`config.mk`:
```
export PLATFORM = sky130hd
export DESIGN_NAME = dds_param_ctrl
export DESIGN_NICKNAME = d
export VERILOG_FILES = /design/src/rtl/dds_param_ctrl_pkg.sv /design/src/rtl/dds_rpt_timer.sv /design/src/rtl/dds_param_ctrl.sv
export SDC_FILE = /design/constraint.sdc
export NUM_CORES = 1
export LEC_CHECK = 0
export ABC_CLOCK_PERIOD_IN_PS = 5700
export BUFFER_PORTS_ARGS = -buffer_cell sky130_fd_sc_hd__buf_2
export CORE_MARGIN = 1
export CORE_UTILIZATION = 45
export DETAILED_ROUTE_END_ITERATION = 10
export GPL_ROUTABILITY_DRIVEN = 0
export PLACE_DENSITY_LB_ADDON = 0.15
export SLEW_MARGIN = 10
export SYNTH_ARGS = -nofsm -noshare
export SYNTH_HDL_FRONTEND = slang
export SYNTH_SLANG_ARGS = --single-unit
```
`constraint.sdc`:
```
create_clock -name Fg_CLK -period 5.7 [get_ports Fg_CLK]
set_clock_uncertainty 0.15 [all_clocks]
set_input_delay 0.285 -clock Fg_CLK [delete_from_list [all_inputs] [get_ports Fg_CLK]]
set_output_delay 0.285 -clock Fg_CLK [all_outputs]
set_load 0.05 [all_outputs]
```
`src/rtl/dds_param_ctrl_pkg.sv`:
```
// Shared encodings for the DDS button-driven configuration controller.
package dds_param_ctrl_pkg;

    localparam logic EDIT_FREQ = 1'b0;
    localparam logic EDIT_WAVE = 1'b1;

    localparam logic [1:0] WAVE_SINE = 2'd0;
    localparam logic [1:0] WAVE_SQR  = 2'd1;
    localparam logic [1:0] WAVE_TRI  = 2'd2;
    localparam logic [1:0] WAVE_SAW  = 2'd3;

    localparam logic [1:0] ST_IDLE   = 2'd0;
    localparam logic [1:0] ST_HOLD   = 2'd1;
    localparam logic [1:0] ST_REPEAT = 2'd2;
    localparam logic [1:0] ST_LOCK   = 2'd3;

    function automatic int max_int(input int a, input int b);
        return (a > b) ? a : b;
    endfunction

endpackage

```
`src/rtl/dds_rpt_timer.sv`:
```
// Loadable countdown that parks at zero; zero flag drives hold/repeat timing.
module dds_rpt_timer #(
    parameter int W = 8
) (
    input  logic         clk,
    input  logic         rst_n,
    input  logic         load,
    input  logic [W-1:0] load_val,
    input  logic         dec,
    output logic         zero
);

    logic [W-1:0] cnt;

    always_ff @(posedge clk or negedge rst_n) begin
        if (!rst_n)
            cnt <= '0;
        else if (load)
            cnt <= load_val;
        else if (dec && cnt != '0)
            cnt <= cnt - 1'b1;
    end

    assign zero = (cnt == '0);

endmodule

```
`src/rtl/dds_param_ctrl.sv`:
```
// Button FSM editing DDS waveform select and tuning word, with auto-repeat,
// acceleration and saturating arithmetic; strobes oUpdate on real changes.
module dds_param_ctrl
    import dds_param_ctrl_pkg::*;
#(
    parameter int                  TW_WIDTH    = 32,
    parameter logic [TW_WIDTH-1:0] TW_DEFAULT  = 32'd1000,
    parameter logic [TW_WIDTH-1:0] TW_MIN      = 32'd100,
    parameter logic [TW_WIDTH-1:0] TW_MAX      = 32'd10000,
    parameter logic [TW_WIDTH-1:0] TW_STEP     = 32'd100,
    parameter int                  HOLD_CYC    = 25_000_000,
    parameter int                  REP_CYC     = 5_000_000,
    parameter int                  ACCEL_CNT   = 8,
    parameter int                  ACCEL_SHIFT = 4
) (
    input  logic                Fg_CLK,
    input  logic                RESETn,
    input  logic                iBtnMode,
    input  logic                iBtnUp,
    input  logic                iBtnDn,
    output logic                oEditSel,
    output logic [1:0]          oWaveSel,
    output logic [TW_WIDTH-1:0] oTuneWord,
    output logic                oUpdate
);

    localparam int TMR_W = $clog2(max_int(HOLD_CYC, REP_CYC) + 1);
    localparam int RPT_W = $clog2(ACCEL_CNT + 2);
    localparam logic [RPT_W-1:0] RPT_MAX = RPT_W'(ACCEL_CNT);

    logic [1:0]          state, state_n;
    logic                prev_mode, prev_up, prev_dn;
    logic                dir, dir_n;
    logic [RPT_W-1:0]    rpt, rpt_n;
    logic                edit_n;
    logic [1:0]          wave_n;
    logic [TW_WIDTH-1:0] tw_n;
    logic                act, act_up, coarse;
    logic                tmr_load, tmr_dec, tmr_zero;
    logic [TMR_W-1:0]    tmr_val;
    logic [TW_WIDTH-1:0] step, tw_inc, tw_dec;
    logic [TW_WIDTH:0]   sum, diff;
    logic                mode_rise, up_rise, dn_rise, held, other;

    assign mode_rise = iBtnMode & ~prev_mode;
    assign up_rise   = iBtnUp & ~prev_up;
    assign dn_rise   = iBtnDn & ~prev_dn;
    assign held      = dir ? iBtnUp : iBtnDn;
    assign other     = dir ? iBtnDn : iBtnUp;

    // Every auto-repeat (including the first one out of HOLD) bumps the count;
    // the step uses the count before that bump, so a fresh press is always fine.
    assign coarse = (state != ST_IDLE) && (rpt == RPT_MAX);
    assign step   = coarse ? (TW_STEP << ACCEL_SHIFT) : TW_STEP;
    assign sum    = {1'b0, oTuneWord} + {1'b0, step};
    assign diff   = {1'b0, oTuneWord} - {1'b0, step};
    assign tw_inc = (sum > {1'b0, TW_MAX}) ? TW_MAX : sum[TW_WIDTH-1:0];
    assign tw_dec = (diff[TW_WIDTH] || diff < {1'b0, TW_MIN}) ? TW_MIN : diff[TW_WIDTH-1:0];

    always_comb begin
        state_n  = state;
        edit_n   = oEditSel;
        dir_n    = dir;
        rpt_n    = rpt;
        act      = 1'b0;
        act_up   = dir;
        tmr_load = 1'b0;
        tmr_val  = '0;
        tmr_dec  = 1'b0;
        case (state)
            ST_IDLE: begin
                if (iBtnUp && iBtnDn) begin
                    state_n = ST_LOCK;
                end else if (up_rise || dn_rise) begin
                    act      = 1'b1;
                    act_up   = up_rise;
                    dir_n    = up_rise;
                    rpt_n    = '0;
                    tmr_load = 1'b1;
                    tmr_val  = TMR_W'(HOLD_CYC - 1);
                    state_n  = ST_HOLD;
                end else if (mode_rise && !iBtnUp && !iBtnDn) begin
                    edit_n = ~oEditSel;
                end
            end
            ST_HOLD, ST_REPEAT: begin
                if (!held) begin
                    state_n = ST_IDLE;
                end else if (other) begin
                    state_n = ST_LOCK;
                end else if (tmr_zero) begin
                    act      = 1'b1;
                    tmr_load = 1'b1;
                    tmr_val  = TMR_W'(REP_CYC - 1);
                    state_n  = ST_REPEAT;
                    if (rpt != RPT_MAX)
                        rpt_n = rpt + 1'b1;
                end else begin
                    tmr_dec = 1'b1;
                end
            end
            default: begin
                if (!iBtnUp && !iBtnDn)
                    state_n = ST_IDLE;
            end
        endcase
    end

    always_comb begin
        tw_n   = oTuneWord;
        wave_n = oWaveSel;
        if (act) begin
            if (oEditSel == EDIT_FREQ)
                tw_n = act_up ? tw_inc : tw_dec;
            else
                wave_n = act_up ? oWaveSel + 2'd1 : oWaveSel - 2'd1;
        end
    end

    dds_rpt_timer #(.W(TMR_W)) u_timer (
        .clk      (Fg_CLK),
        .rst_n    (RESETn),
        .load     (tmr_load),
        .load_val (tmr_val),
        .dec      (tmr_dec),
        .zero     (tmr_zero)
    );

    always_ff @(posedge Fg_CLK or negedge RESETn) begin
        if (!RESETn) begin
            state     <= ST_IDLE;
            prev_mode <= 1'b0;
            prev_up   <= 1'b0;
            prev_dn   <= 1'b0;
            dir       <= 1'b0;
            rpt       <= '0;
            oEditSel  <= EDIT_FREQ;
            oWaveSel  <= WAVE_SINE;
            oTuneWord <= TW_DEFAULT;
            oUpdate   <= 1'b0;
        end else begin
            state     <= state_n;
            prev_mode <= iBtnMode;
            prev_up   <= iBtnUp;
            prev_dn   <= iBtnDn;
            dir       <= dir_n;
            rpt       <= rpt_n;
            oEditSel  <= edit_n;
            oWaveSel  <= wave_n;
            oTuneWord <= tw_n;
            oUpdate   <= (tw_n != oTuneWord) || (wave_n != oWaveSel);
        end
    end

endmodule
```
== Yosys cells after proc, flatten, opt, wreduce, memory -nomap -nowiden ==
Cells that the tools add are included.

* Register bits: 71
* Input bits: 5
* Logic and storage cells: 110

* $add $sub $neg: 6
* $lt $le $gt $ge: 2
* Eq/ne operators: 14
* Mux-type cells: 46
* Bitwise logic cells: 9
* Reduce and logical (&&, ||, !) cells: 22

{| class="wikitable"
|+ Operator list
! kind !! number
|-
| $mux W32 || 5
|-
| $mux W25 || 4
|-
| $mux W23 || 3
|-
| $pmux W25 S2 || 1
|-
| $add A32 B11 Y33 || 1
|-
| $gt A33 B14 Y1 const B || 1
|-
| $lt A33 B7 Y1 const B || 1
|-
| $sub A32 B11 Y33 || 1
|-
| $ne A32 B32 Y1 || 1
|-
| $logic_not A25 Y1 || 1
|-
| $reduce_bool A25 Y1 || 1
|-
| $sub A25 B1 Y25 const B || 1
|-
| $mux W4 || 6
|-
| $mux W2 || 9
|-
| $mux W1 || 14
|-
| $ne A2 B2 Y1 const B || 6
|-
| $mux W11 || 1
|-
| $ne A4 B4 Y1 const B || 2
|-
| $pmux W4 S2 || 1
|-
| $reduce_and A7 Y1 || 1
|-
| $logic_and A1 B1 Y1 || 6
|-
| $not A1 Y1 || 6
|-
| $reduce_bool A2 Y1 || 3
|-
| $add A4 B1 Y4 const B || 1
|-
| other kinds (17) || 22
|}

== Depth between registers and ports, before layout ==
Gate-level depths: netlist of run 1.

* Depth in word-level cells: 12
* Depth in mapped cells: 23
* Gate-level depth less buffers: 18

== Hierarchy ==
Synthesis of run 1 repeated with hierarchy kept, for this count alone.

* Cell total of the unflattened synthesis: 883
* Area, all modules: 6621.4 um^2

{| class="wikitable"
|+ Modules (own cells, without submodules)
! module !! instances !! cells each !! area each (um^2)
|-
| dds_param_ctrl || 1 || 686 || 4998.5
|-
| dds_rpt_timer || 1 || 197 || 1622.8
|}

== Worst setup path before layout of run 1 ==
Ideal clock, no wire load.

* Path kind: flip-flop to flip-flop
* From: reg state[0]
* To: reg oUpdate
* Arrival time: 4289 ps
* Path slack: 1123 ps
* Stages on the path, launching flop included: 22
* Period minus slack after synthesis: 4577 ps
* Path through: dfrtp_1 inv_1 ha_1 clkbuf_1 inv_1 nand2b_1 ha_1 ha_1 a311o_1 a211oi_2 nand2b_2 a31oi_1 a2111oi_2 and4b_1 buf_4 and3_1 buf_4 o211ai_1 a2111oi_0 o2111ai_1 nor4_1 o211ai_1

* Cells in the longest elaborated chain, start to end: 12
* Elaborated cells on any way between the ends: 25
* Classes of those cells: add/sub (2); order compare (2); eq/ne (4); mux (11); reduce/logical (6)

{| class="wikitable"
|+ Ends and longest elaborated chain
! element !! RTL line !! text
|-
| start, declared || dds_param_ctrl.sv:31 || <nowiki>logic [1:0] state, state_n;</nowiki>
|-
| start signal, assigned || dds_param_ctrl.sv:142 || <nowiki>state <= state_n;</nowiki>
|-
| $reduce_bool A2 Y1 || dds_param_ctrl.sv:53 || <nowiki>assign coarse = (state != ST_IDLE) && (rpt == RPT_MAX);</nowiki>
|-
| $logic_and A1 B1 Y1 || dds_param_ctrl.sv:53 ||
|-
| $mux W11 || dds_param_ctrl.sv:54 || <nowiki>assign step = coarse ? (TW_STEP << ACCEL_SHIFT) : TW_STEP;</nowiki>
|-
| $sub A32 B11 Y33 || dds_param_ctrl.sv:56 || <nowiki>assign diff = {1'b0, oTuneWord} - {1'b0, step};</nowiki>
|-
| $lt A33 B7 Y1 || dds_param_ctrl.sv:58 || <nowiki>assign tw_dec = (diff[TW_WIDTH] || diff < {1'b0, TW_MIN}) ? TW_MIN : diff[TW_WIDTH-1:0];</nowiki>
|-
| $logic_or A1 B1 Y1 || dds_param_ctrl.sv:58 ||
|-
| $mux W32 || dds_param_ctrl.sv:58 ||
|-
| $mux W32 || dds_param_ctrl.sv:114 || <nowiki>tw_n = act_up ? tw_inc : tw_dec;</nowiki>
|-
| $mux W32 || dds_param_ctrl.sv:113 || <nowiki>if (oEditSel == EDIT_FREQ)</nowiki>
|-
| $mux W32 || dds_param_ctrl.sv:112 || <nowiki>if (act) begin</nowiki>
|-
| $ne A32 B32 Y1 || dds_param_ctrl.sv:151 || <nowiki>oUpdate <= (tw_n != oTuneWord) || (wave_n != oWaveSel);</nowiki>
|-
| $logic_or A1 B1 Y1 (*) || dds_param_ctrl.sv:151 ||
|-
| end signal, assigned || dds_param_ctrl.sv:151 ||
|-
| end, declared || dds_param_ctrl.sv:24 || <nowiki>output logic oUpdate</nowiki>
|}

Mark *: on every way between the ends. The rest lies on a longest branch, timed or not.
A chain may end at the register's enable or synchronous reset.

== Final worst setup path of run 1 ==
* From: reg rpt[0]
* To: reg oUpdate

* Cells in the longest elaborated chain, start to end: 12
* Elaborated cells on any way between the ends: 15
* Classes of those cells: add/sub (2); order compare (2); eq/ne (2); mux (6); reduce/logical (3)

{| class="wikitable"
|+ Ends and longest elaborated chain
! element !! RTL line !! text
|-
| start, declared || dds_param_ctrl.sv:34 || <nowiki>logic [RPT_W-1:0] rpt, rpt_n;</nowiki>
|-
| start signal, assigned || dds_param_ctrl.sv:147 || <nowiki>rpt <= rpt_n;</nowiki>
|-
| $eq A4 B4 Y1 (*) || dds_param_ctrl.sv:53 ||
|-
| $logic_and A1 B1 Y1 (*) || dds_param_ctrl.sv:53 ||
|-
| $mux W11 (*) || dds_param_ctrl.sv:54 ||
|-
| $sub A32 B11 Y33 || dds_param_ctrl.sv:56 ||
|-
| $lt A33 B7 Y1 || dds_param_ctrl.sv:58 ||
|-
| $logic_or A1 B1 Y1 || dds_param_ctrl.sv:58 ||
|-
| $mux W32 || dds_param_ctrl.sv:58 ||
|-
| $mux W32 (*) || dds_param_ctrl.sv:114 ||
|-
| $mux W32 (*) || dds_param_ctrl.sv:113 ||
|-
| $mux W32 (*) || dds_param_ctrl.sv:112 ||
|-
| $ne A32 B32 Y1 (*) || dds_param_ctrl.sv:151 ||
|-
| $logic_or A1 B1 Y1 (*) || dds_param_ctrl.sv:151 ||
|}

Marks and branches as above.

==> results of run 1 <==
-- cell type report --
cell class	instances	area [um^2]	share of cell area [%]
Timing Repair Buffer	62	385.4	5.502
Tap cell	176	220.2	3.144
Inverter	31	116.4	1.661
Clock inverter	4	47.55	0.6788
Sequential cell	71	1784	25.47
Clock buffer	12	246.5	3.519
Multi-Input combinational cell	655	4204	60.02
-- per-layer routing --
layer | part of all wire [%] | global-route usage (%)
met5 | 0 | 0
met4 | 5.5 | 16.82
met1 | 42 | 40.46
met2 | 43 | 45.55
met3 | 9.5 | 6.792
-- path summary, 6_finish.rpt --
path,from,cells past startpoint,end
min,iBtnDn,1,prev_dn
min reg2reg,oWaveSel[1],1,oWaveSel[1]
max in group asynchronous,RESETn,2,u_timer.cnt[23]
max,rpt[0],18,oUpdate
max reg2reg,rpt[0],18,oUpdate
min in group asynchronous,RESETn,2,rpt[2]
-- stage by stage --
step / area (um^2) / instances / hold WS, ns
global route: 7004 / 1011 / 0.02486
finish: 7004 / 1011 / 0.02903
CTS: 6965 / 1011 / 0.01270
detailed placement: 6651 / 993 / 0.2638
global placement: 6651 / 993 / 0.2622
floorplan: 6307 / 812 / -0.1606
-- sequential cells by signal, summed over array words and instances (netlist names) --
register / flops
oEditSel: 1
prev_dn: 1
u_timer.cnt: 25
oTuneWord: 32
prev_mode: 1
oWaveSel: 2
dir: 1
state: 2
oUpdate: 1
prev_up: 1
rpt: 4
-- cell usage after synthesis (4+ instances only) --
cell and number:
nand4_1 14, ha_1 15, inv_1 29, nand2b_1 11
nor4_1 16, o22ai_1 8, and3_1 16, or3_1 10
o21a_1 5, or2_2 9, nor3_1 31, a22oi_1 7
a211oi_1 7, dfrtp_1 65, o311ai_0 4, xnor2_1 29
a31oi_1 19, mux2i_1 5, o211ai_1 9, nand2_1 79
xor2_1 12, nor2b_1 10, nor2_1 74, o21ai_1 4
o21ai_0 58, a21boi_0 5, a32oi_1 4, buf_2 9
nand3_1 34, and2_1 5, a22o_1 7, a21o_1 8
o31ai_1 8, a21oi_1 36, or4_1 9, clkbuf_1 41
nand3b_1 6, dfstp_2 6
-- logic make-up (layout without fill, tap and decap cells) --
logic type               after synthesis  count (layout)  synth area share, %
multiplexers                           7               7                1.151
AND/OR/NAND/NOR                      354             354                29.82
buffers and inverters                 86             109                5.713
AO/OA/AOI/OAI                        238             238                26.36
flip-flops                            71              71                28.29
adder cells (fa/ha/maj)               15              15                2.976
XOR/XNOR                              41              41                5.693
-- power by group through the flow --
| stage | clock network, uW | logic, uW | registers [uW] |
|---|---|---|---|
| 3_5_place_dp | 0 | 2650 | 973 |
| 6_report | 559 | 2750 | 981 |
| 2_1_floorplan | 0 | 1700 | 1140 |
| 5_1_grt | 588 | 2940 | 1000 |
| 3_3_place_gp | 0 | 2630 | 967 |
| 4_1_cts | 570 | 2660 | 964 |
-- worst register-to-register path, cell delays in order, from the launching register on --
cell       delay, ns
dfrtp_1         0.41
inv_1           0.09
ha_1            0.15
nand3b_1        0.14
nand2b_2        0.32
ha_1            0.27
ha_1            0.24
nor2b_1         0.17
o21bai_1        0.51
a22o_1          0.34
nor4_1          0.09
or4_4           0.58
nor4_4          0.44
a21oi_4         0.22
o21a_1          0.38
and2_1          0.23
o2111ai_1       0.27
nor4_1          0.09
o211ai_1        0.18
-- what timing repair did --
item                                    in CTS  in global routing
gates resized for setup                      0                 12
hold buffers                                 2                  0
endpoints found under the setup margin       0                  2
endpoints found under the hold margin       66                  0
==> flow_metrics.py, run 1 <==
metrics = {
    "run_status": {
        "status": "finished clean",
    },
    "yosys": {
        "synth-edff-count": 0,
        "netlist_instances": 812,
        "yosysTopAreaCell": "dfrtp_1",
        "synth.distinct_cells": 92,
        "synth_top_area_share_pct": 25.79,
        "async_flop_share_pct": 100.0,
        "synth_ff_type": "dfrtp_1",
        "synth_seq_cells": 71,
        "ys_top_cells_by_area": "dfrtp_1 (26%), nand2_1 (4.7%), o21ai_0 (4.6%)",
        "synth_area_um2": 6307,
        "syn_nets": 832,
        "ys_seq_area_share_pct": 28.29,
        "ys_warn_count": 0,
        "syn_area_per_cell_um2": 7.768,
    },
    "grt": {
        "antenna_found_initial": 0,
        "grt_pass1_wl_um": 34370,
        "grt-ovfl-total": 0,
        "groute.usage.overall_pct": 30.39,
        "grt_pass1_vias": 6351,
        "grt_max_degree": 72,
    },
    "routing": {
        "routedWlPerCell_um": 21.29,
        "via_per_inst": 6.651,
        "wirelength_um": 21520,
        "ant_nets": 0,
        "drt_iter0_markers": 767,
        "vias": 6724,
        "first_pass_iters": 6,
        "drc": 0,
    },
    "sta": {
        "relSlewSlack_pct": 29.02,
        "drv_slew": 0,
        "layout_setup_ws_ns": 0.3418,
        "tightest_slew_ns": 1.061,
        "setup_viol": 0,
        "fmax_mhz": 186.6,
        "hold_viol_final": 0,
        "rsz0062_at_grt": "no",
        "fin_tns_setup_ns": 0,
        "period_needed_ns": 5.358,
        "period_share_pct": 94.00,
    },
    "pwr": {
        "total_power_uw": 4289,
        "p_per_area_nw_per_um2": 612.3,
        "switching_share_pct": 54.91,
        "p_leak_uw": 0.002759,
        "combPwrFrac_pct": 64.1,
        "p_switching_uw": 2355,
        "vdd_ir_drop_max_mv": 0.2331,
        "internal_power_uw": 1934,
        "sequentialPowerShare_pct": 22.9,
        "pwr-share-clk_pct": 13.0,
    },
    "worst_setup_path": {
        "worst_path_dominant_cell_family": "simple AND/OR/NAND/NOR gates",
        "cpMostUsedCell": "ha_1",
        "cp_cell_sequence": "inv_1 -> ha_1 -> nand3b_1 -> nand2b_2 -> ha_1 -> ha_1 -> nor2b_1 -> o21bai_1 -> a22o_1 -> nor4_1 -> or4_4 -> nor4_4 -> a21oi_4 -> o21a_1 -> and2_1 -> o2111ai_1 -> nor4_1 -> o211ai_1",
        "worst-path-buf-inv": 1,
        "critPathMaxFanout": 16,
        "critPathSlowestCell": "or4_4",
        "ff2ff_setup_slack_ns": 0.34,
        "worst-endpoint-arrival_ns": 5.46,
        "crit_type": "reg -> reg",
        "slowest_delay_ns": 0.58,
        "cp-start-kind": "flop",
        "cp.required_ns": 5.80,
        "critPathCaptureType": "flop",
    },
    "cts": {
        "clock_latency_ns": 0.34,
        "cts_tree": "done",
        "clkTransAtPathRegs_ns": 0.06,
        "cts_sinks": 71,
        "root_buffer": "clkbuf_16",
        "post_cts_buffers": 0,
        "cts_made_buffers": 9,
        "ctsLongestPathBuffers": 2,
        "htree_levels": 3,
    },
    "die": {
        "num_io_pins": 41,
        "core-area_um2": 13450,
        "die_height_um": 120.4,
        "core.rowCount": 42,
        "die_area_um2": 14490,
        "start_util_pct": 46.88,
        "die_width_um": 120.4,
    },
    "finish": {
        "layout-drive-gt1-share_pct": 15.09,
        "post-route-util_pct": 52.06,
        "nFillCells": 1318,
        "layout.nets": 850,
        "final_cell_mix": "nand2_1 (79), nor2_1 (72), dfrtp_1 (65), o21ai_0 (58), buf_2 (39)",
        "syn_to_final_growth_pct": 11.05,
        "insertedDiodeCount": 0,
        "final_common_cell": "nand2_1",
    },
    "job": {
        "cap_violations": 0,
    },
    "placed_design": {
        "dpl.hpwl_um": 15840,
        "port_buffers": 40,
        "place_ws_ns": 0.1550,
    },
    "worst_hold_path": {
        "hp-class": "in -> reg",
    },
}
Power figures use the tool's default switching activity.
==> run 2: changes to the inputs <==
CORE_UTILIZATION = 30   (was 45)
==> run 2 against run 1 <==
Critical path depth unchanged. Global-route usage down 8.3 points. Worst setup slack better by 0.022 ns. Maximum frequency up 0.41%. Sequential power up 1%. Utilization down 17 points. Cell count up 9.9%. Sequential share of layout area down 0.40 points. Cell area up 1.6%. Hold slack worse by 0.0085 ns. Largest power group unchanged. Via count down 1.4%. Power up 0.45%.
==> flow_metrics.py, run 2 (same netlist as run 1, synthesis figures left out) <==
metrics = {
    "worst_setup_path": {
        "cp-startpoint": "state[0]",
        "crit_type": "reg -> reg",
        "cp.required_ns": 5.76,
        "critPathSlowestCell": "and2_0",
        "critPathMaxFanout": 15,
        "worst_path_dominant_cell_family": "simple AND/OR/NAND/NOR gates",
        "worst-endpoint-arrival_ns": 5.40,
        "slowest_delay_ns": 0.48,
        "path_depth": 18,
        "critPathCaptureType": "flop",
        "critPathCapture": "oUpdate",
        "ff2ff_setup_slack_ns": 0.36,
        "cp-start-kind": "flop",
        "rr_endpoint": "oUpdate",
        "worstReg2RegStart": "state[0]",
        "rr_worst_depth": 18,
        "cp_cell_sequence": "inv_1 -> ha_1 -> inv_1 -> nand2b_1 -> ha_2 -> and4_1 -> o31ai_4 -> and2_0 -> nor4_1 -> xnor2_1 -> o2111a_1 -> buf_4 -> nand2_1 -> o31ai_1 -> xor2_1 -> nand3_1 -> nor4_1 -> o211ai_1",
        "worst-path-buf-inv": 3,
    },
    "sta": {
        "fmax_mhz": 187.4,
        "period_share_pct": 93.62,
        "fin_tns_setup_ns": 0,
        "relSlewSlack_pct": 33.96,
        "rsz0062_at_grt": "no",
        "period_needed_ns": 5.336,
        "tightest_slew_ns": 0.9815,
        "setup_viol": 0,
        "holdWs_ns": 0.02057,
        "drv_slew": 0,
        "hold_viol_final": 0,
    },
    "cts": {
        "cts_sinks": 71,
        "post_cts_buffers": 0,
        "cts_made_buffers": 9,
        "clock_latency_ns": 0.35,
        "cts_tree": "done",
        "ctsLongestPathBuffers": 2,
        "clkTransAtPathRegs_ns": 0.06,
        "htree_levels": 3,
        "root_buffer": "clkbuf_16",
    },
    "finish": {
        "multi_input_area_um2": 4173,
        "syn_to_final_growth_pct": 12.81,
        "reg.largest.list": "oTuneWord (32), u_timer.cnt (25), rpt (4)",
        "layout.cells.non_filler": 1111,
        "final_area_um2": 7116,
        "final_cell_mix": "nand2_1 (79), nor2_1 (73), dfrtp_1 (65), o21ai_0 (58), buf_2 (39)",
        "post-route-util_pct": 34.83,
        "layout.nets": 856,
        "final_common_cell": "nand2_1",
        "largest_register_ffs": 32,
        "regArea_um2": 1784,
        "nFillCells": 2147,
        "regMostFlops": "oTuneWord",
        "insertedDiodeCount": 0,
        "layout-drive-gt1-share_pct": 15.34,
    },
    "routing": {
        "routedWlPerCell_um": 21.27,
        "first_pass_iters": 5,
        "vias": 6629,
        "drt_iter0_markers": 606,
        "drc": 0,
        "wirelength_um": 23630,
        "ant_nets": 0,
        "via_per_inst": 5.967,
    },
    "grt": {
        "antenna_found_initial": 0,
        "grt_pass1_wl_um": 36900,
        "grt_pass1_vias": 6258,
        "grt-ovfl-total": 0,
        "grt_max_degree": 72,
        "groute.usage.overall_pct": 22.07,
    },
    "pwr": {
        "combPwrFrac_pct": 63.7,
        "vdd_ir_drop_max_mv": 0.2091,
        "sequentialPowerShare_pct": 23.1,
        "switching_share_pct": 56.23,
        "p_per_area_nw_per_um2": 605.4,
        "p_leak_uw": 0.002770,
        "internal_power_uw": 1886,
        "pwr-share-clk_pct": 13.2,
        "p_switching_uw": 2423,
    },
    "placed_design": {
        "dpl.hpwl_um": 17500,
        "dp.cells": 1093,
        "port_buffers": 40,
        "dpl-instance-area_um2": 6802,
    },
    "die": {
        "die_width_um": 147.0,
        "num_io_pins": 41,
        "die_height_um": 147.0,
        "core-area_um2": 20430,
        "die_area_um2": 21610,
        "core.rowCount": 52,
        "start_util_pct": 30.87,
    },
    "worst_hold_path": {
        "hp-class": "in -> reg",
    },
    "job": {
        "cap_violations": 0,
    },
    "run_status": {
        "status": "finished clean",
    },
}
-- run 2: timing repair --
item                                   4_1_cts  5_1_grt
hold buffers                                 2        0
endpoints found under the hold margin       20        0
resized for setup                            0        3
setup endpoints to repair                    0        1
-- run 2: final cells by class --
class,count,share of cell area [%]
multi-input combinational,655,58.64
sequential,71,25.07
timing repair buffer,68,5.873
tap,270,4.748
clock buffer,9,3.165
inverter,31,1.635
clock inverter,7,0.8616
-- run 2: worst register-to-register path: cells and delay by family (launching register included) --
| family | cells | cell delay, ns |
|---|---|---|
| and+or+nand+nor | 7 | 1.78 |
| AOI/OAI and AO/OA | 4 | 1.10 |
| adders and majority gates | 2 | 0.75 |
| xor gates and xnor gates | 2 | 0.65 |
| DFF | 1 | 0.40 |
| buffers and inverters | 3 | 0.38 |
-- run 2: worst min path at each step --
| stage | end | slack [ns] | cells after the start | startpoint |
|---|---|---|---|---|
| floorplan | dir | -0.16 | 0 | RESETn |
| global placement | prev_mode | 0.27 | 1 | iBtnMode |
| detailed placement | prev_mode | 0.27 | 1 | iBtnMode |
| CTS | prev_dn | 0.01 | 1 | iBtnDn |
| global route | prev_up | 0.01 | 1 | iBtnUp |
| finish | prev_dn | 0.02 | 1 | iBtnDn |
-- run 2: power groups by stage --
stage / Combinational, uW / Sequential, uW / Clock, uW
2_1_floorplan: 1700 / 1140 / 0
3_3_place_gp: 2730 / 1000 / 0
3_5_place_dp: 2670 / 998 / 0
4_1_cts: 2690 / 989 / 580
5_1_grt: 2940 / 1020 / 604
6_report: 2740 / 995 / 568
-- run 2: routing by layer --
metal  up-vias  share of wire [%]  GRT usage [%]
li1       3083                  -              -
met1      3176                 45          30.25
met2       314                 44          33.96
met3        56                6.7          4.224
met4         0                4.2          9.021
met5         -                  0              0
-- run 2: stage by stage --
step	worst slack [ns]	total power (uW)
3_3_place_gp	0.2846	3728
3_5_place_dp	0.3491	3672
6_report	0.3637	4308
4_1_cts	0.3480	4258
5_1_grt	0.02542	4570
2_1_floorplan	1.123	2840
==> run 3: changes to the inputs <==
PLACE_DENSITY_LB_ADDON = not set   (was 0.15)
==> run 3 against run 2 <==
Utilization down 0.14 points. Combinational power down 5%. Global-route usage down 1.5 points. Worst setup slack worse by 0.080 ns. Via count down 1.1%. Non-clock buffer count down 7. Cell area down 0.40%.
==> flow_metrics.py, run 3 (same netlist as run 1, synthesis figures left out) <==
metrics = {
    "routing": {
        "routedWlPerCell_um": 19.61,
        "via_per_inst": 5.937,
        "first_pass_iters": 6,
        "ant_nets": 0,
        "drc": 0,
        "wirelength_um": 21650,
        "vias": 6554,
        "drt_iter0_markers": 682,
    },
    "die": {
        "core-area_um2": 20430,
        "die_width_um": 147.0,
        "start_util_pct": 30.87,
        "die_area_um2": 21610,
        "num_io_pins": 41,
        "die_height_um": 147.0,
        "core.rowCount": 52,
    },
    "finish": {
        "final_common_cell": "nand2_1",
        "layout-drive-gt1-share_pct": 14.75,
        "largest_register_ffs": 32,
        "final_cell_mix": "nand2_1 (79), nor2_1 (73), dfrtp_1 (65), o21ai_0 (58), buf_2 (39)",
        "final_area_um2": 7087,
        "reg.largest.list": "oTuneWord (32), u_timer.cnt (25), rpt (4)",
        "regMostFlops": "oTuneWord",
        "insertedDiodeCount": 0,
        "layout.cells.non_filler": 1104,
        "syn_to_final_growth_pct": 12.36,
        "layout.nets": 849,
    },
    "worst_setup_path": {
        "critPathCaptureType": "flop",
        "cp_cell_sequence": "inv_1 -> ha_1 -> inv_1 -> nand2b_1 -> ha_1 -> ha_1 -> a311o_1 -> a211oi_2 -> nand2b_2 -> a31oi_1 -> a2111oi_2 -> and4b_1 -> and3_2 -> o21a_1 -> and2_1 -> o2111ai_1 -> nor4_1 -> o211ai_1",
        "cp-start-kind": "flop",
        "cpMostUsedCell": "ha_1",
        "critPathMaxFanout": 9,
        "worst-path-buf-inv": 2,
        "worst_path_dominant_cell_family": "compound AO/OA/AOI/OAI gates",
        "crit_type": "reg -> reg",
        "slowest_delay_ns": 0.46,
        "worst-endpoint-arrival_ns": 5.49,
        "cp.required_ns": 5.78,
        "critPathSlowestCell": "a311o_1",
    },
    "pwr": {
        "switching_share_pct": 55.47,
        "sequentialPowerShare_pct": 24.8,
        "p_leak_uw": 0.002746,
        "pwr-share-clk_pct": 14.0,
        "internal_power_uw": 1885,
        "p_per_area_nw_per_um2": 597.3,
        "combPwrFrac_pct": 61.2,
        "vdd_ir_drop_max_mv": 0.1528,
        "p_switching_uw": 2348,
    },
    "sta": {
        "drv_slew": 0,
        "period_needed_ns": 5.416,
        "setup_viol": 0,
        "rsz0062_at_grt": "no",
        "holdWs_ns": 0.01314,
        "fin_tns_setup_ns": 0,
        "period_share_pct": 95.02,
        "hold_viol_final": 0,
        "tightest_slew_ns": 0.9499,
        "relSlewSlack_pct": 35.78,
        "fmax_mhz": 184.6,
    },
    "cts": {
        "htree_levels": 3,
        "root_buffer": "clkbuf_16",
        "cts_sinks": 71,
        "ctsLongestPathBuffers": 2,
        "clkTransAtPathRegs_ns": 0.07,
        "cts_tree": "done",
        "cts_made_buffers": 9,
        "clock_latency_ns": 0.35,
    },
    "job": {
        "cap_violations": 0,
    },
    "placed_design": {
        "port_buffers": 40,
        "dpl-instance-area_um2": 6749,
        "dp.cells": 1086,
        "dpl.hpwl_um": 15570,
    },
    "grt": {
        "grt_pass1_vias": 6144,
        "groute.usage.overall_pct": 20.54,
        "use_met3_pct": 5.373,
        "grtUsageMet2_pct": 29.83,
        "top_usage_layer": "met2",
        "grt_pass1_wl_um": 34650,
        "grt_max_degree": 72,
        "use_met1_pct": 26.96,
        "grt-ovfl-total": 0,
        "antenna_found_initial": 0,
    },
    "worst_hold_path": {
        "hp-class": "in -> reg",
    },
    "run_status": {
        "status": "finished clean",
    },
}
-- run 3: repair_timing --
item | CTS | global route
hold endpoints to repair | 66 | 0
resized for setup | 0 | 6
setup buffers | 0 | 0
setup endpoints to repair | 0 | 1
hold buffers | 2 | 0
-- run 3: power groups by stage --
stage,Combinational (uW),Sequential [uW],Clock [uW]
final,2590,1050,594
after global routing,2790,1080,624
after CTS,2520,1040,606
after detailed placement,2510,1050,0
after global placement,2520,1050,0
after floorplan,1700,1140,0
-- run 3: cell type report --
class,instances,area [um^2]
inverters,31,116.4
fillers,2148,13340
flip-flops and latches,71,1784
well taps,270,337.8
repair buffers,61,365.4
multi-input cells,655,4185
clock buffers,10,229.0
clock inverters,6,68.82
-- run 3: worst register-to-register path, delay by kind of cell (launching register included) --
kind	cells	cell delay, ns
buf+inv	2	0.20
compound gates	7	2.01
simple gates	6	1.70
flops	1	0.37
fa+ha+maj	3	0.87
-- run 3: final timing paths --
path | start | end | slack (ns) | cells past startpoint
worst min-delay path | iBtnUp | prev_up | 0.01 | 1
worst max register to register | state[0] | oUpdate | 0.28 | 18
max in group asynchronous | RESETn | oTuneWord[1] | 4.31 | 2
worst max-delay path | state[0] | oUpdate | 0.28 | 18
worst min register to register | oWaveSel[1] | oWaveSel[1] | 0.33 | 1
min in group asynchronous | RESETn | u_timer.cnt[19] | 0.47 | 2
-- run 3: layer usage --
layer | wire [um] | vias to the layer above
li1 | - | 3067
met1 | 9271 | 3055
met2 | 9188 | 339
met3 | 1906 | 93
met4 | 1287 | 0
met5 | 0 | -
-- run 3: per-stage QoR --
stage	utilization (%)	setup WS, ns	power, uW
detailed placement	33.04	0.3287	3556
finish	34.69	0.2841	4233
floorplan	-	1.123	2840
global route	34.69	0.02796	4496
global placement	33.04	0.2644	3566
CTS	34.59	0.3229	4164
